## config.mk

```make
export PLATFORM = sky130hd
export DESIGN_NAME = counter_load_sequencer
export DESIGN_NICKNAME = d
export VERILOG_FILES = /design/src/rtl/counter_load_sequencer.sv
export SDC_FILE = /design/constraint.sdc
export NUM_CORES = 1
export LEC_CHECK = 0
export CAP_MARGIN = 5
export CORE_MARGIN = 2
export CORE_UTILIZATION = 45
export CTS_BUF_LIST = sky130_fd_sc_hd__clkbuf_4
export DETAILED_ROUTE_END_ITERATION = 10
export PLACE_DENSITY = 0.77
export SYNTH_ARGS = -nofsm -noshare
export SYNTH_HDL_FRONTEND = slang
export SYNTH_SLANG_ARGS = --single-unit
```

## constraint.sdc

```tcl
create_clock -name clk_i -period 2.25 [get_ports clk_i]
set_clock_uncertainty 0.15 [all_clocks]
set_input_delay 0.5625 -clock clk_i [delete_from_list [all_inputs] [get_ports clk_i]]
set_output_delay 0.5625 -clock clk_i [all_outputs]
set_load 0.1 [all_outputs]
```

## src/rtl/counter_load_sequencer.sv

```systemverilog
// Load/enable sequencer for a 74161-style presettable binary counter.
// Periodic (auto-reload) mode exists only when COUNTER_SEQ_RELOAD_EN is defined.
module counter_load_sequencer #(
  parameter int WIDTH     = 4,
  parameter int CNT_WIDTH = 8
) (
  input  logic                 clk_i,
  input  logic                 rst_i,
  input  logic                 start_i,
  input  logic                 abort_i,
  input  logic                 pause_i,
  input  logic                 auto_reload_i,
  input  logic [WIDTH-1:0]     preset_i,
  input  logic                 ctr_rco_i,
  output logic                 ctr_clear_bar_o,
  output logic                 ctr_load_bar_o,
  output logic                 ctr_enp_o,
  output logic                 ctr_ent_o,
  output logic [WIDTH-1:0]     ctr_d_o,
  output logic                 busy_o,
  output logic                 tick_o,
  output logic                 done_o,
  output logic [CNT_WIDTH-1:0] period_count_o
);

  typedef enum logic [2:0] {IDLE, LOAD, COUNT, DONE, ABORT} state_t;

  state_t               state_q, state_d;
  logic [WIDTH-1:0]     d_q, d_d;
  logic [CNT_WIDTH-1:0] pcnt_q, pcnt_d;

`ifdef COUNTER_SEQ_RELOAD_EN
  logic reload_q, reload_d;

  always_ff @(posedge clk_i or posedge rst_i) begin
    if (rst_i) reload_q <= 1'b0;
    else       reload_q <= reload_d;
  end
`else
  logic unused_auto_reload;
  assign unused_auto_reload = auto_reload_i;
`endif

  always_ff @(posedge clk_i or posedge rst_i) begin
    if (rst_i) begin
      state_q <= IDLE;
      d_q     <= '0;
      pcnt_q  <= '0;
    end else begin
      state_q <= state_d;
      d_q     <= d_d;
      pcnt_q  <= pcnt_d;
    end
  end

  always_comb begin
    state_d         = state_q;
    d_d             = d_q;
    pcnt_d          = pcnt_q;
`ifdef COUNTER_SEQ_RELOAD_EN
    reload_d        = reload_q;
`endif
    // Reset also clears the external counter asynchronously.
    ctr_clear_bar_o = ~rst_i;
    ctr_load_bar_o  = 1'b1;
    ctr_enp_o       = 1'b0;
    ctr_ent_o       = 1'b0;
    tick_o          = 1'b0;
    done_o          = 1'b0;
    case (state_q)
      IDLE: begin
        if (start_i && !abort_i) begin
          d_d     = preset_i;
          pcnt_d  = '0;
`ifdef COUNTER_SEQ_RELOAD_EN
          reload_d = auto_reload_i;
`endif
          state_d = LOAD;
        end
      end
      LOAD: begin
        ctr_load_bar_o = 1'b0;
        state_d        = abort_i ? ABORT : COUNT;
      end
      COUNT: begin
        ctr_ent_o = 1'b1;
        ctr_enp_o = ~pause_i;
        if (abort_i) begin
          state_d = ABORT;
        end else if (ctr_rco_i && !pause_i) begin
          tick_o = 1'b1;
          if (pcnt_q != '1) pcnt_d = pcnt_q + 1'b1;
`ifdef COUNTER_SEQ_RELOAD_EN
          // Reload instead of wrapping so the period is 2^WIDTH - preset.
          if (reload_q) ctr_load_bar_o = 1'b0;
          else          state_d = DONE;
`else
          state_d = DONE;
`endif
        end
      end
      DONE: begin
        done_o  = 1'b1;
        state_d = abort_i ? ABORT : IDLE;
      end
      ABORT: begin
        ctr_clear_bar_o = 1'b0;
        state_d         = IDLE;
      end
      default: state_d = IDLE;
    endcase
  end

  assign busy_o         = (state_q != IDLE);
  assign ctr_d_o        = d_q;
  assign period_count_o = pcnt_q;

endmodule

```

Word-level counts from Yosys, hierarchy flattened
Cells that the tools add are included.
Operators by class
  $add $sub $neg: 1
  equal/unequal tests: 10
  muxes and demuxes: 19
  bitwise operators: 2
  reduce and logical (&&, ||, !) cells: 10
Operator list (number)
  two-way mux 8 bit: 4
  one-hot mux 8 bit (2 select lines): 1
  two-way mux 3 bit: 5
  one-hot mux 3 bit (4 select lines): 1
  adder 8 x 1 -> 8 bit (second input constant): 1
  two-way mux 1 bit: 8
  != test 2 bit (second input constant): 4
  != test 8 bit (second input constant): 1
  == test 3 x 2 -> 1 bit (second input constant): 2
  AND reduction 5 bit: 1
  AND reduction 2 bit: 2
  == test 3 x 1 -> 1 bit (second input constant): 1
  == test 3 bit (second input constant): 1
  logical NOT 3 bit: 1
  != test 3 bit (second input constant): 1
  nonzero test 3 bit: 1
  logical AND 1 bit: 2
  logical NOT 1 bit: 2
  NOT 1 bit: 2
  nonzero test 2 bit: 1
Storage, ports and cells
  register bits after elaboration: 15
  logic and storage cells: 45

Depth between registers and ports, before layout
  depth in word-level cells: 5
  gate-level depth with buffers: 5

Least setup slack after synthesis
Ideal clock, no wire load.
  path type: register to output
  start point: register state_q[0]
  end point: output port ctr_enp_o
  arrival: 2.307 ns
  required time: 1.537 ns
  setup slack: -0.769 ns
  cell stages (with the launch flop): 4
  path through: dfrtp_1 > or3b_2 > clkbuf_1 > nor2_1
Between the ends
  word-level cells in the longest chain between the ends: 2
Ends and longest elaborated chain
  start, declared: line 28  | state_t state_q, state_d;
  start signal, assigned: line 50  | state_q <= state_d;
  == test 3 x 2 -> 1 bit: line 70  | case (state_q)
  two-way mux 1 bit: line 70
  end, declared: line 17  | output logic ctr_enp_o,
Every way passes these cells.

Worst setup path after layout
  start point: input port pause_i
  end point: output port tick_o
Between the ends
  word-level cells in the longest chain between the ends: 5
Ends and longest elaborated chain
  start, declared: line 11  | input logic pause_i,
  logical NOT 1 bit: line 90  | end else if (ctr_rco_i && !pause_i) begin
  logical AND 1 bit: line 90
  two-way mux 1 bit: line 90
  two-way mux 1 bit: line 88  | if (abort_i) begin
  two-way mux 1 bit: line 70
  end, declared: line 21  | output logic tick_o,
Every way passes these cells.

==> impl_metrics.toml <==
[outcome]
status = "complete, no violations"

[layout]
final_layout_size_suffix_gt1_share_pct = 50.39
nNetsFinal = 142
n_antenna_cell = 0
final_cells = 154
post-route-util_pct = 84.57
syn2layout_area_growth_pct = 77.63
final_area_sq_um = 1460

[sta]
hold_viol_final = 0
min_period_over_period_pct = 97.85
relSlewSlack_pct = 60.68
slew_viol_final = 0
fmax_mhz = 454.2
setup_viol = 0
setup_slack_ns = 0.04836
rsz0062_at_grt = "no"
period_needed_ns = 2.202
fin_setup_tns_ns = 0
worst_slew_pin_slew_ns = 0.5891

[drt]
ant_nets = 0
vias_per_cell = 5.610
drc = 0
drt_iter0_drc = 20
drt-total-wl_um = 2312
drt_first_pass_iters = 4
wl_per_cell_um = 15.01
num_vias = 864

[logic_synthesis]
synth_edf_count = 0
ys_warn_count = 0
ys_seq_area_share_pct = 45.66
synthFlopType = "dfrtp_1"
async_flop_share_pct = 100.0
synth_cell_type_count = 33
synth_area_leaders = "dfrtp_1 46%, mux2_2 5.5%, nand2_1 3.2%, nor2_1 3.2%, o311ai_0 3.2%"
synth_seq_cells = 15
synth_top_area_share_pct = 45.66
synthCells = 84
synth.cell_area_sq_um = 822.0
syn_avg_cell_area_sq_um = 9.786
yosysTopAreaCell = "dfrtp_1"
syn_nets = 96

[critical_path]
critPathArrivalTime_ns = 1.49
startpoint_type = "input pin"
r2r_start = "period_count_o[0]"
worstPathMaxFanout = 2
crit_start = "pause_i"
end_kind = "primary output"
critPathKind = "input pin to primary output"
crit_required_ns = 1.54

[global_routing]
antenna_found_initial = 0
grt_start_max_net_pins = 16
grt_pass1_wl_um = 3801
track_usage_pct = 24.74
grt_pass1_vias = 855
overflow = 0

[cts]
clockBufferDepth = 2
h-tree-depth = 1
cts_buffers = 3
cts.clk_slew.worst_paths_ns = 0.09
insertion_delay_ns = 0.29
cts_root_buffer = "clkbuf_4"
cts.sinks = 15
cts_tree = "done"

[die]
die_w_um = 46.74
rows = 15
start_util_pct = 47.61
coreArea_sq_um = 1727
ios = 30
dieArea_sq_um = 2185
fp.dieH_um = 46.74

[run]
drv_cap = 0

[place]
io_buffers = 28
placed_area_sq_um = 1386
routabilityCongestion = 0.7784
dp.cells = 143
place_hpwl_um = 1582
dp_slack_ns = -0.4680

[worst_hold_path]
hold_start = "ctr_d_o[0]"
hp-class = "flop to flop"

[pwr]
cellPowerDensity_nw_per_um2 = 810.9
leakage_nw = 0.5866
vdd_drop_max_uv = 677.8
==> state kept, by name, indices dropped and copies added (netlist names) <==
name	flops
period_count_o	8
ctr_d_o	4
state_q	3
==> synth_stat cells, types with 2 or more instances <==
cell      count
clkbuf_1      2
nand2_1       7
o211ai_1      3
nand4_1       2
or3b_2        2
a21oi_1       2
nor3b_1       2
o311ai_0      3
or3_1         2
dfrtp_1      15
o21ai_0       3
nand3b_1      3
nor2_1        7
mux2_2        4
a211oi_1      2
inv_1         6
nand3_1       3
==> worst max-delay path: stages <==
cell,delay (ns)
buf_2,0.11
or3b_4,0.40
buf_6,0.13
nor2_4,0.11
buf_12,0.18
==> stage by stage <==
stage               total power, mW  hold WS (ns)
floorplan                    0.7990        0.3136
global placement             0.9862        0.3426
detailed placement           0.9974        0.3511
CTS                           1.173        0.3745
global route                  1.228        0.3993
finish                        1.184        0.3752
==> report_power, final <==
part / switching (mW) / internal, mW / leakage, nW / total [mW]
Sequential: 0.0433 / 0.314 / 0.181 / 0.357
Clock: 0.0926 / 0.0809 / 0.0184 / 0.173
Combinational: 0.448 / 0.205 / 0.387 / 0.653
==> cells by family (layout without fill, tap and decap cells) <==
logic type | Yosys count | in the layout | synth area share [%]
buf+inv | 8 | 53 | 3.653
mux | 4 | 4 | 5.479
simple gates | 37 | 37 | 27.09
xor+xnor | 1 | 1 | 1.066
flops | 15 | 15 | 45.66
fa+ha+maj | 1 | 1 | 1.522
compound gates | 18 | 18 | 15.52
==> layer usage <==
layer  GRT usage (%)  vias up  routed length, um
met5               0        -                  0
met4           8.333        0                 51
met3           5.000        8                 95
met2           39.72       39               1194
met1           33.74      414                970
li1                -      403                  -
==> final cells by class <==
type                       instances  area, sq um
fill                              98        266.5
multi-input combinational         61        457.9
sequential                        15        392.9
timing repair buffer              43        521.8
inverter                           6        26.28
clock buffer                       4        30.03
tap                               25        31.28
==> placed cells by master, fill, tap and decap left out, types with 2 or more instances in the layout <==
| cell | netlist | final |
|---|---|---|
| mux2_2 | 4 | 4 |
| inv_1 | 6 | 5 |
| o21ai_0 | 3 | 3 |
| or3_1 | 2 | 2 |
| o211ai_1 | 3 | 3 |
| nand2_1 | 7 | 7 |
| nor3b_1 | 2 | 2 |
| nand3b_1 | 3 | 3 |
| nand3_1 | 3 | 3 |
| nor2_4 | 0 | 2 |
| dfrtp_2 | 0 | 8 |
| dfrtp_4 | 0 | 2 |
| nor2_1 | 7 | 5 |
| a211oi_1 | 2 | 2 |
| o311ai_0 | 3 | 3 |
| buf_12 | 0 | 15 |
| nand4_1 | 2 | 2 |
| clkbuf_4 | 0 | 4 |
| dfrtp_1 | 15 | 5 |
| buf_2 | 0 | 3 |
| clkdlybuf4s50_1 | 0 | 6 |
| or3b_4 | 1 | 2 |
| buf_4 | 0 | 18 |
==> timing repair <==
action	4_1_cts	5_1_grt
resized for setup	14	1
buffers inserted	5	2
endpoints found under the setup margin	6	3
hold endpoints to repair	0	0
pin swaps	3	0
hold buffers	0	0
==> worst paths after layout <==
kind / endpoint / slack [ns] / depth (start not counted)
hold / removal: ctr_d_o[0] / 0.38 / 1
min in group asynchronous: ctr_d_o[1] / 0.56 / 2
setup reg to reg: period_count_o[7] / 0.10 / 5
hold reg to reg: ctr_d_o[0] / 0.38 / 1
setup / recovery: tick_o / 0.05 / 5
max in group asynchronous: period_count_o[1] / 0.95 / 2
Note: power is estimated with default switching activity, not from simulation.
==> edit 1, RTL diff (same settings) <==
Build with the macro `COUNTER_SEQ_RELOAD_EN` defined.
--- a/src/rtl/counter_load_sequencer.sv
+++ b/src/rtl/counter_load_sequencer.sv
@@ -1,4 +1,6 @@
 // Load/enable sequencer for a 74161-style presettable binary counter.
 // Periodic (auto-reload) mode exists only when COUNTER_SEQ_RELOAD_EN is defined.
+`define COUNTER_SEQ_RELOAD_EN
+
 module counter_load_sequencer #(
   parameter int WIDTH     = 4,
Formal check against the unedited RTL: not equivalent (a bounded check fails within 4 cycles, from zero or initial values and one cycle with rst_i high).
==> edit 1 against the original RTL <==
- global-route usage decreased by 2.6 points
- worst hold slack got worse by 13 ps
- total power grew 0.90%
- critical path depth is 1 lower
- combinational power rose by 0.9%
- clock power fell by 12%
- design area fell by 2.8%
- wire length down 7.1%
- sequential cell count rose by 1
- synthesized area up 3.0%
- highest routed layer unchanged
- setup slack got worse by 22 ps
- largest power group unchanged
- fmax decreased by 0.97%
- via count shrank 7.1%
==> edit 1: results (changes against the original RTL) <==
Critical path
  • Top delay family on crit path: flip-flops (was simple AND/OR/NAND/NOR gates)
  • Crit-path max cell delay: 440 ps (was 400 ps)
  • Flop-to-flop setup slack: 410 ps (was 100 ps)
  • Crit-path slowest cell: dfrtp_2 (was or3b_4)
  • Max FO, Critical Path: 3 (was 2)

Pwr
  • Leak pwr: 0.623 nW (was 0.587 nW)
  • Maximum vdd drop: 0.810 mV (was 0.678 mV)

Routing
  • Number of DRC markers in iteration 0: 22 (was 20)
  • Drt wl/cell: 14.6 um (was 15.0 um)
  • Vias: 803 (was 864)
  • Vias per cell: 5.46 (was 5.61)

Yosys
  • Synth Area per Inst: 10.5 um^2 (was 9.79 um^2)
  • Synthesized Nets: 93 (was 96)
  • Compound-gate portion of the synthesized area: 15.1% (was 15.5%)
  • Adder-Cell Fraction of Synth Area: 1.48% (was 1.52%)
  • Post-synthesis mux area share: 9.01% (was 5.48%)
  • Seq/Total Area, Yosys: 47.3% (was 45.7%)
  • Cell variety after synth: 34 (was 33)
  • Post-Synth XOR/XNOR Area: 1.03% (was 1.07%)

Place
  • Port-buffer cells: 29 (was 28)
  • Routability Congestion: 0.825 (was 0.778)
  • Placed cells: 137 (was 143)
  • DP Worst Slack: -297 ps (was -468 ps)

Min path
  • Hold_sp: ctr_d_o[1]$_DFFE_PP0P_ (was ctr_d_o[0]$_DFFE_PP0P_)
  • Hold Path End: ctr_d_o[1]$_DFFE_PP0P_ (was ctr_d_o[0]$_DFFE_PP0P_)

Cells and area
  • Layout cells sized above 1: 44.3% (was 50.4%)

Clock network
  • Resized Gates After CTS: 10 (was 14)
  • # Post-CTS Setup Buffers: 6 (was 5)

Global routing
  • First-pass GRT wire length: 3380 um (was 3800 um)
  • Overall routing resource usage: 22.2% (was 24.7%)
  • Vias in the first global route: 770 (was 855)
  • Largest net degree at the start of global routing: 17 (was 16)

Timing
  • Slew HR: 58.6% (was 60.7%)

Outcome
  • Status: finished, final reports clean (unchanged)
==> edit 1: worst max-delay path by stage <==
stage                                 startpoint  cells after the start              to  slack, ps
after detailed placement                 abort_i                      5  ctr_load_bar_o       -300
after floorplan           state_q[2]$_DFFE_PP0P_                      4       ctr_enp_o       -400
after CTS                                pause_i                      5  ctr_load_bar_o          9
after global placement                   abort_i                      5  ctr_load_bar_o       -290
after global routing      state_q[0]$_DFFE_PP0P_                      4  ctr_load_bar_o        -50
final                     state_q[0]$_DFFE_PP0P_                      4  ctr_load_bar_o         30
==> edit 1: area by class of cell <==
type	count	area share, %
clock buffers	3	1.59
inverters	3	0.794
multi-input cells	60	30.9
flip-flops and latches	16	28.5
well taps	25	2.20
repair buffers	40	36.1
==> edit 1: cell families after synthesis <==
family | count (synthesis)
adders and majority gates | 1
buffers and inverters | 5
muxes | 7
and+or+nand+nor | 31
AOI/OAI and AO/OA | 20
xor gates and xnor gates | 1
DFF | 16
==> edit 1: metrics by stage <==
step                cell area (um^2)  hold slack [ps]
floorplan                        858              326
global placement                1340              339
detailed placement              1340              347
CTS                             1410              368
global route                    1420              390
finish                          1420              362
==> edit 1: where the power goes <==
| part | switching, mW | total, mW | internal (mW) |
|---|---|---|---|
| Sequential | 0.0499 | 0.384 | 0.334 |
| Combinational | 0.446 | 0.659 | 0.213 |
| Clock | 0.0901 | 0.152 | 0.0622 |
==> edit 1: worst reg2reg max path, cell delays in order (launching register included) <==
cell and delay, ps:
dfrtp_1 490, ha_1 280, nand3_1 130, o211ai_1 320
nand2_2 180, a31oi_1 210
==> edit 1: metal layers <==
layer | global-route usage (%) | up-vias | share of wire [%]
li1 | - | 381 | -
met1 | 27.8 | 390 | 42
met2 | 36.8 | 26 | 53
met3 | 3.46 | 6 | 3.9
met4 | 11.1 | 0 | 1.4
met5 | 0 | - | 0
==> edit 2, RTL diff (same settings) <==
Made on the original files. Register the output `period_count_o` once more, cleared by the reset; this adds one clock of latency there. The other outputs are not delayed to match.
--- a/src/rtl/counter_load_sequencer.sv
+++ b/src/rtl/counter_load_sequencer.sv
@@ -114,5 +114,11 @@
   assign busy_o         = (state_q != IDLE);
   assign ctr_d_o        = d_q;
-  assign period_count_o = pcnt_q;
+  always_ff @(posedge clk_i or posedge rst_i) begin
+    if (rst_i) begin
+      period_count_o <= '0;
+    end else begin
+      period_count_o <= pcnt_q;
+    end
+  end
 
 endmodule
Function: changed (Yosys sat finds a counterexample within 4 cycles, from zero or initial values and one cycle with rst_i high).
==> edit 2 against the original RTL <==
- worst hold slack got worse by 59 ps
- sequential share of layout area grew 13 points
- critical endpoint unchanged
- total power grew 1.2%
- highest routed layer unchanged
- design area decreased by 1.5%
- synthesized area rose by 22%
- fmax rose by 1.6%
- first-iteration DRC count down 70%
- wire length down 14%
- sequential cell count grew 8
- global-route usage is 6.7 points lower
- setup slack improved by 34 ps
- largest cell class is now flip-flops and latches
==> edit 2: results (changes against the original RTL) <==
Critical path
  • CP Launch Point: abort_i (was pause_i)
  • Crit-path slowest cell: clkdlybuf4s50_1 (was or3b_4)
  • Top delay family on crit path: buffers and inverters (was simple AND/OR/NAND/NOR gates)
  • Flop-to-flop setup slack: 430 ps (was 100 ps)
  • FF-to-FF End: pcnt_q[4]$_DFFE_PP0P_ (was period_count_o[7]$_DFFE_PP0P_)
  • Reg-to-Reg Start: pcnt_q[1]$_DFFE_PP0P_ (was period_count_o[0]$_DFFE_PP0P_)
  • Crit-path max cell delay: 420 ps (was 400 ps)

Timing
  • Post-route setup slack: 82.1 ps (was 48.4 ps)
  • Slew HR: 76.3% (was 60.7%)

Outcome
  • Status: finished, final reports clean (unchanged)

Place
  • Routability Congestion: 0.859 (was 0.778)
  • DP Worst Slack: -104 ps (was -468 ps)
  • Port-buffer cells: 28 (unchanged)
  • HPWL Detailed: 1550 um (was 1580 um)

Clock network
  • Clock root buffer: clkbuf_4 (unchanged)
  • Reg clk slew, reported paths: 110 ps (was 90 ps)

Yosys
  • Seq/Total Area, Yosys: 57.4% (was 45.7%)
  • Synth area leaders: dfrtp_1 (57%), mux2_1 (4.5%), nand2_1 (3.0%) (was dfrtp_1 (46%), mux2_2 (5.5%), nand2_1 (3.2%))
  • Yosys top cell by area: dfrtp_1 (unchanged)
  • Cells after Synth: 87 (was 84)
  • Cell variety after synth: 29 (was 33)
  • Post-synth top cells: dfrtp_1 (23), nand2_1 (8), nor2_1 (8) (was dfrtp_1 (15), nand2_1 (7), nor2_1 (7))
  • Synthesized Nets: 99 (was 96)

Cells and area
  • Layout cells sized above 1: 32.5% (was 50.4%)
  • Fin nets: 136 (was 142)
  • # diodes: 0 (unchanged)
  • Non-Filler Instances: 151 (was 154)

Global routing
  • Largest net degree at the start of global routing: 24 (was 16)
  • GR Overflow Total: 0 (unchanged)
  • Overall routing resource usage: 18.0% (was 24.7%)
  • Initial antenna violation count: 0 (unchanged)
  • Vias in the first global route: 816 (was 855)
  • First-pass GRT wire length: 3520 um (was 3800 um)

Pwr
  • Leak pwr: 0.666 nW (was 0.587 nW)
  • Maximum vdd drop: 0.659 mV (was 0.678 mV)

Min path
  • Hold crit path type: reg2reg (unchanged)

Routing
  • Number of DRC markers in iteration 0: 6 (was 20)
  • Post-Route WL: 2000 um (was 2310 um)
  • Vias per cell: 5.34 (was 5.61)
edit 2: changes by cell type in the layout (fill, tap and decap cells not counted), moves of 3 or more:
cell	change
mux2_1	+4
o211ai_1	-3
dfrtp_1	+18
a21oi_1	+3
a31oi_1	+4
o311ai_0	-3
dfrtp_2	-8
buf_12	-8
buf_2	-3
mux2_2	-4
edit 2: worst min-delay path by stage:
stage	from	endpoint	slack, ps	cells after the start
floorplan	pcnt_q[7]$_DFFE_PP0P_	period_count_o[7]$_DFF_PP0_	260	0
global route	pcnt_q[7]$_DFFE_PP0P_	period_count_o[7]$_DFF_PP0_	340	0
global placement	pcnt_q[7]$_DFFE_PP0P_	period_count_o[7]$_DFF_PP0_	280	0
detailed placement	pcnt_q[7]$_DFFE_PP0P_	period_count_o[7]$_DFF_PP0_	290	0
finish	pcnt_q[7]$_DFFE_PP0P_	period_count_o[7]$_DFF_PP0_	320	0
CTS	pcnt_q[7]$_DFFE_PP0P_	period_count_o[7]$_DFF_PP0_	310	0
edit 2: where the power goes:
part,internal [mW],switching [mW]
registers,0.450,0.0334
clock network,0.0809,0.111
logic,0.142,0.382
total,0.672,0.526
edit 2: repair_timing:
action                                 4_1_cts  5_1_grt
hold buffers                                 0        0
setup endpoints to repair                    2        0
gates resized for setup                      3        0
setup buffers                                0        0
endpoints found under the hold margin        0        0
edit 2: cells by family (layout without fill, tap and decap cells):
family	count (synthesis)	in the layout	share of synthesized area, %
AO/OA/AOI/OAI	19	19	14.2
XOR/XNOR	1	1	0.874
adder cells (fa/ha/maj)	1	1	1.25
buffers and inverters	7	43	3.37
flip-flops	23	23	57.4
multiplexers	5	5	5.49
AND/OR/NAND/NOR	31	31	17.4
edit 2: cell type report:
class                   count  area, um^2
inverters                   5        18.8
clock buffers               4        30.0
well taps                  28        35.0
repair buffers             34         363
flip-flops and latches     23         576
multi-input cells          57         417
fillers                   166         709
edit 2: metal layers:
layer  routed length (um)  vias up  GRT usage (%)  share of wire, %
met3                  130        2           4.97               6.5
li1                     -      379              -                 -
met4                   14        0           7.21              0.70
met1                  783      397           20.2                39
met2                 1070       29           32.0                54
met5                    0        -              0                 0
edit 2: per-stage QoR:
step | power [mW] | hold slack (ps) | instance area [um^2]
2_1_floorplan | 0.867 | 262 | 1020
3_3_place_gp | 1.01 | 280 | 1410
3_5_place_dp | 1.02 | 289 | 1410
4_1_cts | 1.21 | 315 | 1440
5_1_grt | 1.25 | 340 | 1440
6_report | 1.20 | 316 | 1440
